**config.mk**
```make
export PLATFORM = sky130hd
export DESIGN_NAME = inst_fetch_unit
export DESIGN_NICKNAME = d
export VERILOG_FILES = /design/src/rtl/inst_fetch_unit.sv
export SDC_FILE = /design/constraint.sdc
export NUM_CORES = 1
export LEC_CHECK = 0
export CAP_MARGIN = 40
export CORE_MARGIN = 1.5
export CORE_UTILIZATION = 40
export CTS_CLUSTER_DIAMETER = 40
export DETAILED_ROUTE_END_ITERATION = 7
export GPL_TIMING_DRIVEN = 0
export PLACE_DENSITY = 0.69
export SLEW_MARGIN = 30
export SYNTH_ARGS = -nofsm -noshare
export SYNTH_HDL_FRONTEND = slang
export SYNTH_SLANG_ARGS = --single-unit
```
**constraint.sdc**
```tcl
create_clock -name clk -period 3.7 [get_ports clk]
set_input_delay 0.555 -clock clk [delete_from_list [all_inputs] [get_ports clk]]
set_output_delay 0.555 -clock clk [all_outputs]
set_load 0.1 [all_outputs]
```
**src/rtl/inst_fetch_unit.sv**
```systemverilog
// Instruction fetch requester: owns the PC, issues one synchronous-memory read per cycle,
// tags returned words with their PC and queues them for decode behind a valid/ready handshake.
module inst_fetch_unit #(
    parameter int unsigned     PC_W     = 11,
    parameter int unsigned     INST_W   = 32,
    parameter int unsigned     PC_STEP  = 4,
    parameter logic [PC_W-1:0] RESET_PC = '0,
    parameter int unsigned     DEPTH    = 2
) (
    input  logic              clk,
    input  logic              rst,
    input  logic              en,
    input  logic              redirect,
    input  logic [PC_W-1:0]   redirect_pc,
    output logic              imem_rd,
    output logic [PC_W-1:0]   imem_addr,
    input  logic [INST_W-1:0] imem_data,
    output logic              inst_valid,
    input  logic              inst_ready,
    output logic [INST_W-1:0] inst_out,
    output logic [PC_W-1:0]   inst_pc
);

    localparam int unsigned PTR_W = (DEPTH > 1) ? $clog2(DEPTH) : 1;
    localparam int unsigned CNT_W = $clog2(DEPTH + 1);
    localparam logic [CNT_W:0] DEPTH_C = (CNT_W + 1)'(DEPTH);

    typedef enum logic [0:0] {StIdle, StRun} state_t;

    state_t            state;
    logic [PC_W-1:0]   pc;
    logic [PC_W-1:0]   tag;
    logic              inflight;
    logic              squash;

    logic [INST_W-1:0] fifo_inst [DEPTH];
    logic [PC_W-1:0]   fifo_pc   [DEPTH];
    logic [PTR_W-1:0]  rptr;
    logic [PTR_W-1:0]  wptr;
    logic [CNT_W-1:0]  occ;

    logic              pop;
    logic              push;
    logic [CNT_W:0]    credit_used;

    // Credit counts both queued entries and the read still in flight, so the FIFO never overflows.
    always_comb begin
        pop         = inst_valid & inst_ready;
        credit_used = {1'b0, occ} + {{CNT_W{1'b0}}, inflight} - {{CNT_W{1'b0}}, pop};
        imem_rd     = (state == StRun) & ~redirect & (credit_used < DEPTH_C);
        imem_addr   = pc;
        push        = inflight & ~squash & ~redirect;
    end

    always_comb begin
        inst_valid = (occ != '0);
        inst_out   = fifo_inst[rptr];
        inst_pc    = fifo_pc[rptr];
    end

    always_ff @(posedge clk or posedge rst) begin
        if (rst) begin
            state <= StIdle;
        end else begin
            unique case (state)
                StIdle:  if (en)  state <= StRun;
                StRun:   if (!en) state <= StIdle;
                default: state <= StIdle;
            endcase
        end
    end

    always_ff @(posedge clk or posedge rst) begin
        if (rst) begin
            pc       <= RESET_PC;
            tag      <= '0;
            inflight <= 1'b0;
            squash   <= 1'b0;
        end else begin
            inflight <= imem_rd;
            squash   <= redirect ? imem_rd : 1'b0;
            if (imem_rd) begin
                tag <= pc;
            end
            if (redirect) begin
                pc <= redirect_pc;
            end else if (imem_rd) begin
                pc <= pc + PC_W'(PC_STEP);
            end
        end
    end

    // Redirect flushes the queue outright; a pop in that cycle needs no separate handling.
    always_ff @(posedge clk or posedge rst) begin
        if (rst) begin
            rptr <= '0;
            wptr <= '0;
            occ  <= '0;
            for (int i = 0; i < int'(DEPTH); i++) begin
                fifo_inst[i] <= '0;
                fifo_pc[i]   <= '0;
            end
        end else if (redirect) begin
            rptr <= '0;
            wptr <= '0;
            occ  <= '0;
        end else begin
            if (push) begin
                fifo_inst[wptr] <= imem_data;
                fifo_pc[wptr]   <= tag;
                wptr            <= wptr + 1'b1;
            end
            if (pop) begin
                rptr <= rptr + 1'b1;
            end
            unique case ({push, pop})
                2'b10:   occ <= occ + 1'b1;
                2'b01:   occ <= occ - 1'b1;
                default: occ <= occ;
            endcase
        end
    end

endmodule

```
# After elaboration in Yosys (flattened, before gate mapping)
# Index checks and enable logic that the tools add are counted.
# W data, S select, Z words.
[totals]
reg_bits = 115
out_inout_bits = 56
in_bits = 48
elab_cells = 63
[op_classes]
reduce_logical = 7
n_mux = 22
addsub = 7
n_eq_ne = 2
n_lt_le_gt_ge = 4
bitwise_logic = 9
[op_table]
columns = ["op", "n"]
rows = [
  ["$mux W32", 4],
  ["$mux W11", 6],
  ["$bwmux W64", 1],
  ["$demux W32 S1", 1],
  ["$bwmux W22", 1],
  ["$add A11 B3 Y11 const B", 1],
  ["$demux W11 S1", 1],
  ["$reduce_bool A2 Y1", 4],
  ["$mux W1", 6],
  ["$and A1 B1 Y1", 5],
  ["$ge A2 B2 Y1 const B", 2],
  ["$not A1 Y2", 2],
  ["$pmux W2 S2", 1],
  ["$add A2 B1 Y3", 1],
  ["$lt A3 B2 Y1 const B", 1],
  ["$reduce_bool A3 Y1", 1],
  ["$sub A3 B1 Y3", 1],
  ["$add A1 B1 Y1 const B", 2],
  ["$add A2 B1 Y2 const B", 1],
  ["$eq A2 B1 Y1 const B", 1],
  ["$eq A2 B2 Y1 const B", 1],
  ["$lt A2 B1 Y1 const B", 1],
  ["$mux W2", 1],
  ["$not A1 Y1", 2],
  ["3 further kinds", 3],
]

# Longest topological paths before layout
# Gate-level depths: netlist of the first run.
[depth]
ltp_word = 7
depth_mapped = 11
ltp_nobuf = 10

# Least setup slack after synthesis of the first run
# No wires, ideal clock.
[synth_timing]
path_type = "flip-flop to output port"
start = "register occ[1]"
end = "output imem_rd"
n_path_buf = 1
stages_incl_launch_ff = 10
path_slack_ps = -45
arrival_ps = 3190
required_ps = 3145
path_cell_list = "dfrtp_1 > or2_2 > and2_1 > ha_1 > nand2b_1 > fa_1 > xor2_1 > or3_4 > inv_1 > buf_2"
[synth_via]
elab_chain_len = 5
elab_cells_between_ends = 6
classes_between = "add/sub: 2; order compare: 1; bitwise: 2; reduce/logical: 1"
[synth_rtl]
columns = ["element", "line", "source"]
rows = [
  ["start: declaration", "40", "logic [CNT_W-1:0] occ;"],
  ["start signal: assignment", "117", "2'b10: occ <= occ + 1'b1;"],
  ["start signal: assignment", "118", "2'b01: occ <= occ - 1'b1;"],
  ["$reduce_bool A2 Y1", "56", "inst_valid = (occ != '0);"],
  ["via inst_valid", "18", "output logic inst_valid,"],
  ["$and A1 B1 Y1", "48", "pop = inst_valid & inst_ready;"],
  ["$sub A3 B1 Y3", "49", "credit_used = {1'b0, occ} + {{CNT_W{1'b0}}, inflight} - {{CNT_W{1'b0}}, pop};"],
  ["$lt A3 B2 Y1", "50", "imem_rd = (state == StRun) & ~redirect & (credit_used < DEPTH_C);"],
  ["$and A1 B1 Y1", "50", ""],
  ["end: declaration", "15", "output logic imem_rd,"],
]
# The timed path passes the listed nets, and every way through them passes these cells.

# Worst setup path after layout of the first run
[layout_timing]
start = "register occ[1]"
end = "output imem_rd"
[layout_via]
elab_chain_len = 5
elab_cells_between_ends = 6
classes_between = "add/sub: 2; order compare: 1; bitwise: 2; reduce/logical: 1"
[layout_rtl]
columns = ["element", "line"]
rows = [
  ["branches (longest 2 deep; another with $add A2 B1 Y3)", "--"],
  ["$sub A3 B1 Y3 *", "49"],
  ["$lt A3 B2 Y1 *", "50"],
  ["$and A1 B1 Y1 *", "50"],
]
# Every way passes the cells marked *.

==> results.json, run 1 <==
{
  "status": "finished, final reports clean",
  "wl_per_cell_um": 16.1,
  "gp_congestion": 0.858,
  "numCtsBuffers": 17,
  "ioPinCount": 104,
  "worst_pin_slew_ns": 0.720,
  "die_area_um2": 13300,
  "cts_num_sinks": 115,
  "cts_tree": "yes",
  "hold_viol": 0,
  "rr_worst_depth": 11,
  "maxCapViolCount": 0,
  "grt_pass1_vias": 3945,
  "whs_path_depth": 1,
  "r2r_start": "occ[1]$_DFFE_PP0P_",
  "drt_pre_antenna_iters": 4,
  "syn_inst": 369,
  "ys_ff_latch": 115,
  "fin_ws_ns": 0.105,
  "report.final.slew_viol_count": 0,
  "synth.area.top_cells": "dfrtp_1 57%, mux2_2 29%, nand2_1 3.0%, a221o_1 0.79%, buf_2 0.69%",
  "grt_pass1_wl_mm": 19.5,
  "period_minus_slack_ns": 3.60,
  "vias": 3606,
  "antenna_cells": 0,
  "crit_path_end_kind": "primary output",
  "coreArea_um2": 12200,
  "synth_top_cell_area_share": 0.569,
  "crit_chain": "or2_2, and2_4, ha_1, nand2b_1, fa_1, nand2_2, or3_4, inv_6, buf_12, buf_12",
  "start_kind": "flop",
  "required_ns": 3.14,
  "utilization": 0.649,
  "root_buffer": "clkbuf_16",
  "reg2reg_to": "imem_addr[10]$_DFFE_PP0P_",
  "hold_path.startpoint": "fifo_inst[31]$_DFFE_PP0P_",
  "fin_cells": 731,
  "synth_fp_nets": 420,
  "portBuffers": 102,
  "setup_viol": 0,
  "synth_common_cells": "129 x mux2_2, 115 x dfrtp_1, 41 x nand2_1",
  "grt_max_degree": 83,
  "worst-setup-path-type": "flop to primary output",
  "htreeDepth": 4,
  "avgSynthCellArea_um2": 13.7,
  "grt_use_total": 0.192,
  "hpwl_mm": 8.16,
  "synth_top_cell_by_area": "dfrtp_1",
  "slowest_delay_ns": 0.50,
  "r2r_setup_slack_ns": 0.68,
  "routed_wl_mm": 11.8,
  "p_leak_uw": 0.00354,
  "clock_path_buffers": 2,
  "synth_edf_count": 0,
  "finalInstanceArea_um2": 7890,
  "cp.arrival_ns": 3.04,
  "initial_core_util": 0.416,
  "row_count": 40,
  "place_ws_ns": -0.648,
  "clk_latency_ns": 0.41,
  "synth.most_common_cell": "mux2_2",
  "p_per_area_nw_per_um2": 747,
  "placed_cell_area_um2": 7250,
  "die-width_um": 115,
  "finalCritPeriodShare": 0.972,
  "antenna_found_initial": 0,
  "via_per_inst": 4.93,
  "min_path_type": "flop to flop",
  "async_flop_share": 1.00,
  "setup_tns_ns": 0,
  "drc": 0,
  "clkTransAtPathRegs_ns": 0.05,
  "fin_skew_ns": 0.00727,
  "fmax_mhz": 278,
  "cp_common_cell": "buf_12",
  "drt-initial-drc-count": 161,
  "syn_area_um2": 5060,
  "overflow": 0,
  "slew_headroom": 0.520,
  "ys_types": 38,
  "synthFlopType": "dfrtp_1",
  "antenna_left": 0,
  "synth-seq-area-share": 0.569,
  "slowest_stage": "fa_1",
  "post_route_cells_drive_above_1_share": 0.428,
  "fin_nets": 602,
  "dp.cells": 696,
  "hold_end": "fifo_inst[31]$_DFFE_PP0P_",
  "syn_to_final_growth_pct": 56.1,
  "die_h_um": 115,
  "ir_drop_mv": 0.469,
  "worstPathMaxFanout": 11,
  "synth_warnings": 0
}
[critical path: cells and delay by family, from the launching register on]
kind,cells,cell delay (ns)
adders and majority gates,2,0.76
buffers and inverters,3,0.39
DFF,1,0.40
and+or+nand+nor,5,1.08
[cell usage in the layout, fill, tap and decap left out, types with 2 or more instances in the layout]
| cell | synthesis | routed |
|---|---|---|
| mux2_2 | 129 | 129 |
| dfrtp_1 | 115 | 114 |
| clkdlybuf4s50_1 | 0 | 101 |
| buf_8 | 0 | 48 |
| nand2_1 | 41 | 40 |
| clkbuf_16 | 0 | 17 |
| clkbuf_1 | 4 | 9 |
| buf_4 | 4 | 9 |
| nor2_1 | 9 | 9 |
| buf_16 | 0 | 8 |
| buf_2 | 7 | 6 |
| nand3_1 | 5 | 5 |
| a21oi_1 | 5 | 5 |
| clkbuf_8 | 0 | 5 |
| buf_1 | 4 | 4 |
| a221o_1 | 4 | 4 |
| xor2_1 | 3 | 3 |
| nor4_1 | 3 | 3 |
| o311ai_0 | 3 | 3 |
| nand2b_1 | 2 | 2 |
| buf_12 | 0 | 2 |
| inv_1 | 4 | 2 |
| o21ai_0 | 2 | 2 |
| or2_2 | 2 | 2 |
| xnor2_1 | 2 | 2 |
| mux2_1 | 2 | 2 |
| ha_1 | 2 | 2 |
| clkinv_2 | 0 | 2 |
| bufinv_16 | 0 | 2 |
[layer usage]
metal / part of all wire / track usage / vias to the layer above
met5: 0 / 0 / -
met4: 0.011 / 0.0691 / 0
met3: 0.044 / 0.0460 / 11
met2: 0.51 / 0.329 / 115
met1: 0.44 / 0.239 / 1816
li1: - / - / 1664
[sequential cells by signal, indices dropped and copies added (netlist names)]
signal	cells
occ	2
rptr	1
squash	1
state	1
tag	11
wptr	1
imem_addr	11
fifo_inst	64
inflight	1
fifo_pc	22
[worst max-delay path by stage]
| stage | from | endpoint | cells past startpoint |
|---|---|---|---|
| after floorplan | rst | fifo_inst[0]$_DFFE_PP0P_ | 1 |
| after global placement | rst | fifo_inst[2]$_DFFE_PP0P_ | 2 |
| after detailed placement | inst_ready | imem_rd | 11 |
| after CTS | occ[1]$_DFFE_PP0P_ | imem_rd | 10 |
| after global routing | occ[1]$_DFFE_PP0P_ | imem_rd | 10 |
| final | occ[1]$_DFFE_PP0P_ | imem_rd | 10 |
[where the power goes]
part	switching, uW	internal (uW)
clock network	528	1070
registers	138	1500
logic	1570	1080
total	2230	3660
[logic make-up (layout without fill, tap and decap cells)]
group,after synthesis,in the layout,synth area share
muxes,131,131,0.292
DFF,115,115,0.569
and+or+nand+nor,69,69,0.0641
buffers and inverters,24,218,0.0240
AOI/OAI and AO/OA,21,21,0.0327
xor gates and xnor gates,5,5,0.00866
adders and majority gates,3,3,0.00891
other,1,1,0.000742
[through the flow]
step | total power [uW] | hold WS, ns
floorplan | 3240 | 0.452
global placement | 3670 | 0.463
detailed placement | 4320 | 0.477
CTS | 5940 | 0.488
global route | 6110 | 0.517
finish | 5890 | 0.485
[final cells by class]
cell class,count,area [um^2]
repair buffers,163,2010
fillers,886,4270
multi-input cells,230,2060
inverters,4,27.5
plain buffers,20,121
well taps,168,210
clock buffers,27,513
clock inverters,4,70.1
flip-flops and latches,115,2880
[what timing repair did]
action	4_1_cts	5_1_grt
resized for setup	6	4
setup endpoints to repair	1	1
buffers inserted	2	3
hold buffers	0	0
pin swaps	0	1
Note: power is estimated with default switching activity, not from simulation.
==> run 2: changes to the inputs <==
--- a/config.mk
+++ b/config.mk
@@ -5,6 +5,7 @@
 export SDC_FILE = /design/constraint.sdc
 export NUM_CORES = 1
 export LEC_CHECK = 0
+export ABC_CLOCK_PERIOD_IN_PS = 3700
 export CAP_MARGIN = 40
 export CORE_MARGIN = 1.5
 export CORE_UTILIZATION = 40
==> constraint.sdc (replaced) <==
create_clock -name clk -period 3.7 [get_ports clk]
set_input_delay 0.37 -clock clk [delete_from_list [all_inputs] [get_ports clk]]
set_output_delay 0.37 -clock clk [all_outputs]
set_load 0.1 [all_outputs]
==> run 2 against run 1 <==
Non-clock buffer count decreased by 5. Critical endpoint unchanged. Final area unchanged. Largest power group unchanged. Worst hold slack got worse by 0.12 ns. Die area unchanged. Wire length increased by 0.94%. Highest routed layer unchanged. Clock power increased by 2%. First-iteration DRC count increased by 9.3%. Global-route usage increased by 0.28 points. Clock skew increased by 0.0015 ns.
==> results.json, run 2 (synthesis results as in run 1) <==
{
  "clkTransAtPathRegs_ns": 0.05,
  "root_buffer": "clkbuf_16",
  "coreArea_um2": 12200,
  "final_common_cell": "mux2_2",
  "p_per_area_nw_per_um2": 755,
  "die-width_um": 115,
  "p_total_uw": 5960,
  "period_minus_slack_ns": 3.57,
  "initial_core_util": 0.416,
  "switchingPower_uw": 2250,
  "wl_per_cell_um": 16.4,
  "cts_num_sinks": 115,
  "routed_wl_mm": 11.9,
  "setup_tns_ns": 0,
  "reg_top3": "fifo_inst: 64 flops, fifo_pc: 22 flops",
  "syn_to_final_growth_pct": 56.1,
  "ir_drop_mv": 0.526,
  "min_path_type": "primary input to async pin",
  "numCtsBuffers": 17,
  "start_kind": "flop",
  "maxCapViolCount": 0,
  "required_ns": 3.33,
  "cp.arrival_ns": 3.20,
  "crit_path_end_kind": "primary output",
  "grt_use_total": 0.195,
  "utilization": 0.649,
  "comb_power_share": 0.449,
  "report.final.slew_viol_count": 0,
  "grt_max_degree": 75,
  "hpwl_mm": 8.48,
  "fin_skew_ns": 0.00875,
  "die_area_um2": 13300,
  "vias": 3589,
  "clk_latency_ns": 0.40,
  "finalInstanceArea_um2": 7890,
  "p_seq_frac": 0.276,
  "final_cell_mix": "129 x mux2_2, 114 x dfrtp_1, 101 x clkdlybuf4s50_1",
  "finalCritPeriodShare": 0.964,
  "via_per_inst": 4.94,
  "cts_tree": "yes",
  "fmax_mhz": 280,
  "p_leak_uw": 0.00354,
  "fin_nets": 597,
  "overflow": 0,
  "grt_pass1_vias": 3945,
  "placed_cell_area_um2": 7290,
  "row_count": 40,
  "rsz0062_at_grt": "no",
  "die_h_um": 115,
  "drt-initial-drc-count": 176,
  "antenna_left": 0,
  "clock_path_buffers": 2,
  "ioPinCount": 104,
  "htreeDepth": 4,
  "holdBufCountCts": 0,
  "post_route_cells_drive_above_1_share": 0.427,
  "slew_headroom": 0.536,
  "portBuffers": 102,
  "clkPwrFrac": 0.275,
  "drt_pre_antenna_iters": 4,
  "drc": 0,
  "p_int_uw": 3710,
  "antenna_found_initial": 0,
  "status": "finished, final reports clean",
  "setup_viol": 0,
  "gp_congestion": 0.845,
  "hold_slack_ns": 0.360,
  "largest_reg_flops": 64,
  "worstPathMaxFanout": 11,
  "top_register": "fifo_inst",
  "p_sw_frac": 0.378,
  "worst-setup-path-type": "flop to primary output",
  "grt_pass1_wl_mm": 19.7,
  "antenna_cells": 0,
  "worst_pin_slew_ns": 0.696,
  "hold_viol": 0
}
[run 2: cell count changes in the layout (fill, tap and decap cells not counted), moves of 2 or more]
cell | before | now
buf_4 | 9 | 4
buf_16 | 8 | 11
clkinv_2 | 2 | 5
clkbuf_8 | 5 | 3
clkbuf_1 | 9 | 5
buf_8 | 48 | 45
[run 2: per-layer routing]
layer | GRT usage | part of all wire | vias up
li1 | - | - | 1657
met1 | 0.239 | 0.44 | 1798
met2 | 0.340 | 0.51 | 130
met3 | 0.0544 | 0.051 | 4
met4 | 0.0519 | 0.0038 | 0
met5 | 0 | 0 | -
[run 2: repair_timing]
| action | 4_1_cts | 5_1_grt |
|---|---|---|
| setup endpoints to repair | 1 | 0 |
| gates resized for setup | 5 | 0 |
| setup buffers | 0 | 0 |
[run 2: layout make-up]
type / count / area, um^2
Clock buffer: 21 / 470
Inverter: 4 / 22.5
Sequential cell: 115 / 2880
Multi-Input combinational cell: 230 / 2060
Fill cell: 872 / 4270
Tap cell: 168 / 210
Buffer: 20 / 113
Timing Repair Buffer: 158 / 2010
Clock inverter: 10 / 131
[run 2: metrics by stage]
stage               setup WS, ns  instances
finish                     0.132        726
global route             0.00605        726
CTS                        0.109        726
detailed placement        -0.332        696
global placement           -1.24        639
floorplan                  0.140        369
[run 2: critical path: stages, from the launching register on]
cell      delay (ns)
dfrtp_2         0.45
or2_2           0.30
and2_1          0.19
ha_1            0.27
nand2b_1        0.15
fa_1            0.37
xor2_1          0.17
or3_4           0.40
inv_2           0.12
buf_6           0.18
buf_12          0.18
[run 2: path summary, 6_finish.rpt]
path	endpoint	slack [ns]	startpoint	cells past startpoint
setup / recovery	imem_rd	0.13	occ[1]$_DFFE_PP0P_	10
hold / removal	fifo_inst[13]$_DFFE_PP0P_	0.36	rst	2
setup reg to reg	imem_addr[10]$_DFFE_PP0P_	0.63	occ[1]$_DFFE_PP0P_	10
hold reg to reg	fifo_inst[31]$_DFFE_PP0P_	0.49	fifo_inst[31]$_DFFE_PP0P_	1
max in group asynchronous	occ[1]$_DFFE_PP0P_	2.67	rst	3
min in group clk	state$_DFF_PP0_	0.41	en	1
[run 2: power by group through the flow]
stage          logic (uW)  registers, uW  clock network [uW]
2_1_floorplan        1530           1710                   0
3_3_place_gp         2030           1640                   0
3_5_place_dp         2690           1660                   0
4_1_cts              2700           1640                1670
5_1_grt              2780           1680                1730
6_report             2680           1640                1640
==> run 3: changes to the inputs <==
--- a/config.mk
+++ b/config.mk
@@ -12,7 +12,7 @@
 export CTS_CLUSTER_DIAMETER = 40
 export DETAILED_ROUTE_END_ITERATION = 7
 export GPL_TIMING_DRIVEN = 0
-export PLACE_DENSITY = 0.69
+export PLACE_DENSITY_LB_ADDON = 0.1
 export SLEW_MARGIN = 30
 export SYNTH_ARGS = -nofsm -noshare
 export SYNTH_HDL_FRONTEND = slang
==> run 3 against run 2 <==
Worst hold slack lost 0.045 ns. Sequential power is essentially flat. Sequential cell count is the same. Largest cell class unchanged. First-iteration DRC count rose by 2.3%. Global-route usage shrank 0.71 points. Core utilization grew 0.10 points. Via count down 1.2%.
==> results.json, run 3 (synthesis results as in run 1) <==
{
  "hpwl_mm": 7.76,
  "p_per_area_nw_per_um2": 757,
  "drt-initial-drc-count": 180,
  "ioPinCount": 104,
  "grt_use_total": 0.188,
  "period_minus_slack_ns": 3.55,
  "ir_drop_mv": 0.306,
  "top_register": "fifo_inst",
  "coreArea_um2": 12200,
  "setup_tns_ns": 0,
  "required_ns": 3.33,
  "portBuffers": 102,
  "die_area_um2": 13300,
  "slew_headroom": 0.523,
  "drt_pre_antenna_iters": 5,
  "status": "finished, final reports clean",
  "die_h_um": 115,
  "worst_pin_slew_ns": 0.711,
  "drc": 0,
  "worst-setup-path-type": "flop to primary output",
  "top_layer_used": "met4",
  "die-width_um": 115,
  "wl_met3_um": 488,
  "r2r_setup_slack_ns": 0.73,
  "worstPathMaxFanout": 11,
  "fin_skew_ns": 0.00899,
  "fin_nets": 598,
  "cp.arrival_ns": 3.18,
  "rr_worst_depth": 10,
  "overflow": 0,
  "fillers": 918,
  "wl_per_cell_um": 15.4,
  "rsz0062_at_grt": "no",
  "cts_num_sinks": 115,
  "hold_viol": 0,
  "worstSetupEndpoint": "imem_rd",
  "p_leak_uw": 0.00354,
  "largest_reg_flops": 64,
  "reg2reg_to": "imem_addr[5]$_DFFE_PP0P_",
  "grt_pass1_vias": 3914,
  "post_route_cells_drive_above_1_share": 0.425,
  "fmax_mhz": 281,
  "via_per_inst": 4.87,
  "start_kind": "flop",
  "reg_top3": "fifo_inst: 64 flops, fifo_pc: 22 flops",
  "critPathLaunch": "occ[0]$_DFFE_PP0P_",
  "crit_path_end_kind": "primary output",
  "grt_max_degree": 92,
  "row_count": 40,
  "numCtsBuffers": 17,
  "maxCapViolCount": 0,
  "clkTransAtPathRegs_ns": 0.06,
  "wl_met1_mm": 5.20,
  "finalCritPeriodShare": 0.961,
  "gp_congestion": 0.852,
  "min_path_type": "primary input to async pin",
  "report.final.slew_viol_count": 0,
  "r2r_start": "occ[0]$_DFFE_PP0P_",
  "wl_met2_mm": 5.40,
  "clk_latency_ns": 0.40,
  "cts_tree": "yes",
  "dp.cells": 696,
  "htreeDepth": 4,
  "clock_path_buffers": 2,
  "antenna_cells": 0,
  "syn_to_final_growth_pct": 56.3,
  "antenna_left": 0,
  "setup_viol": 0,
  "hold_slack_ns": 0.315,
  "fin_cells": 728,
  "grt_pass1_wl_mm": 19.2,
  "final_common_cell": "mux2_2",
  "initial_core_util": 0.416,
  "antenna_found_initial": 0,
  "root_buffer": "clkbuf_16",
  "routed_wl_mm": 11.2,
  "vias": 3545,
  "final_cell_mix": "129 x mux2_2, 114 x dfrtp_1, 101 x clkdlybuf4s50_1"
}
run 3: cell types whose count changed in the layout (fill, tap and decap cells not counted), sizes merged:
cell / delta
clkinv: -2
bufinv: +1
buf: +1
clkinvlp: +1
clkbuf: +1
run 3: worst min-delay path by stage:
stage,end,cells after the start
after CTS,fifo_inst[22]$_DFFE_PP0P_,2
after global routing,fifo_inst[22]$_DFFE_PP0P_,2
after global placement,fifo_inst[31]$_DFFE_PP0P_,1
after detailed placement,fifo_inst[31]$_DFFE_PP0P_,1
final,fifo_inst[22]$_DFFE_PP0P_,2
after floorplan,state$_DFF_PP0_,0
run 3: layout make-up:
class	count	area [um^2]	share of cell area
inverters	4	22.5	0.00285
repair buffers	159	2000	0.254
flip-flops and latches	115	2880	0.364
plain buffers	20	113	0.0142
clock buffers	22	464	0.0587
multi-input cells	230	2060	0.260
well taps	168	210	0.0266
clock inverters	10	155	0.0196
run 3: what timing repair did:
item	CTS	global route
resized for setup	5	0
setup buffers	0	1
setup endpoints to repair	1	1
cloned	0	0
hold buffers	0	0
run 3: where the power goes:
part,total [uW],internal (uW),switching [uW]
clock,1700,1160,539
combinational,2650,1090,1550
sequential,1640,1500,136
total,5980,3750,2230
run 3: worst max-delay path, cell delays in order, from the launching register on:
cell	delay [ns]
dfrtp_1	0.41
or2_2	0.32
and2_1	0.20
ha_1	0.27
nand2b_1	0.15
fa_1	0.38
xor2_1	0.18
or3_4	0.40
inv_2	0.11
buf_6	0.17
buf_12	0.18
run 3: per-stage QoR:
stage / instance area [um^2] / setup WS [ns] / total power [uW] / utilization
6_report: 7910 / 0.146 / 5980 / 0.650
5_1_grt: 7910 / 0.00409 / 6220 / 0.650
4_1_cts: 7900 / 0.110 / 6040 / 0.649
2_1_floorplan: 5060 / 0.140 / 3240 / -
3_5_place_dp: 7280 / -0.293 / 4320 / 0.598
3_3_place_gp: 6290 / -1.32 / 3670 / 0.517
run 3: layer usage:
| metal | up-vias | track usage |
|---|---|---|
| li1 | 1664 | - |
| met1 | 1774 | 0.245 |
| met2 | 98 | 0.309 |
| met3 | 9 | 0.0465 |
| met4 | 0 | 0.0634 |
| met5 | - | 0 |
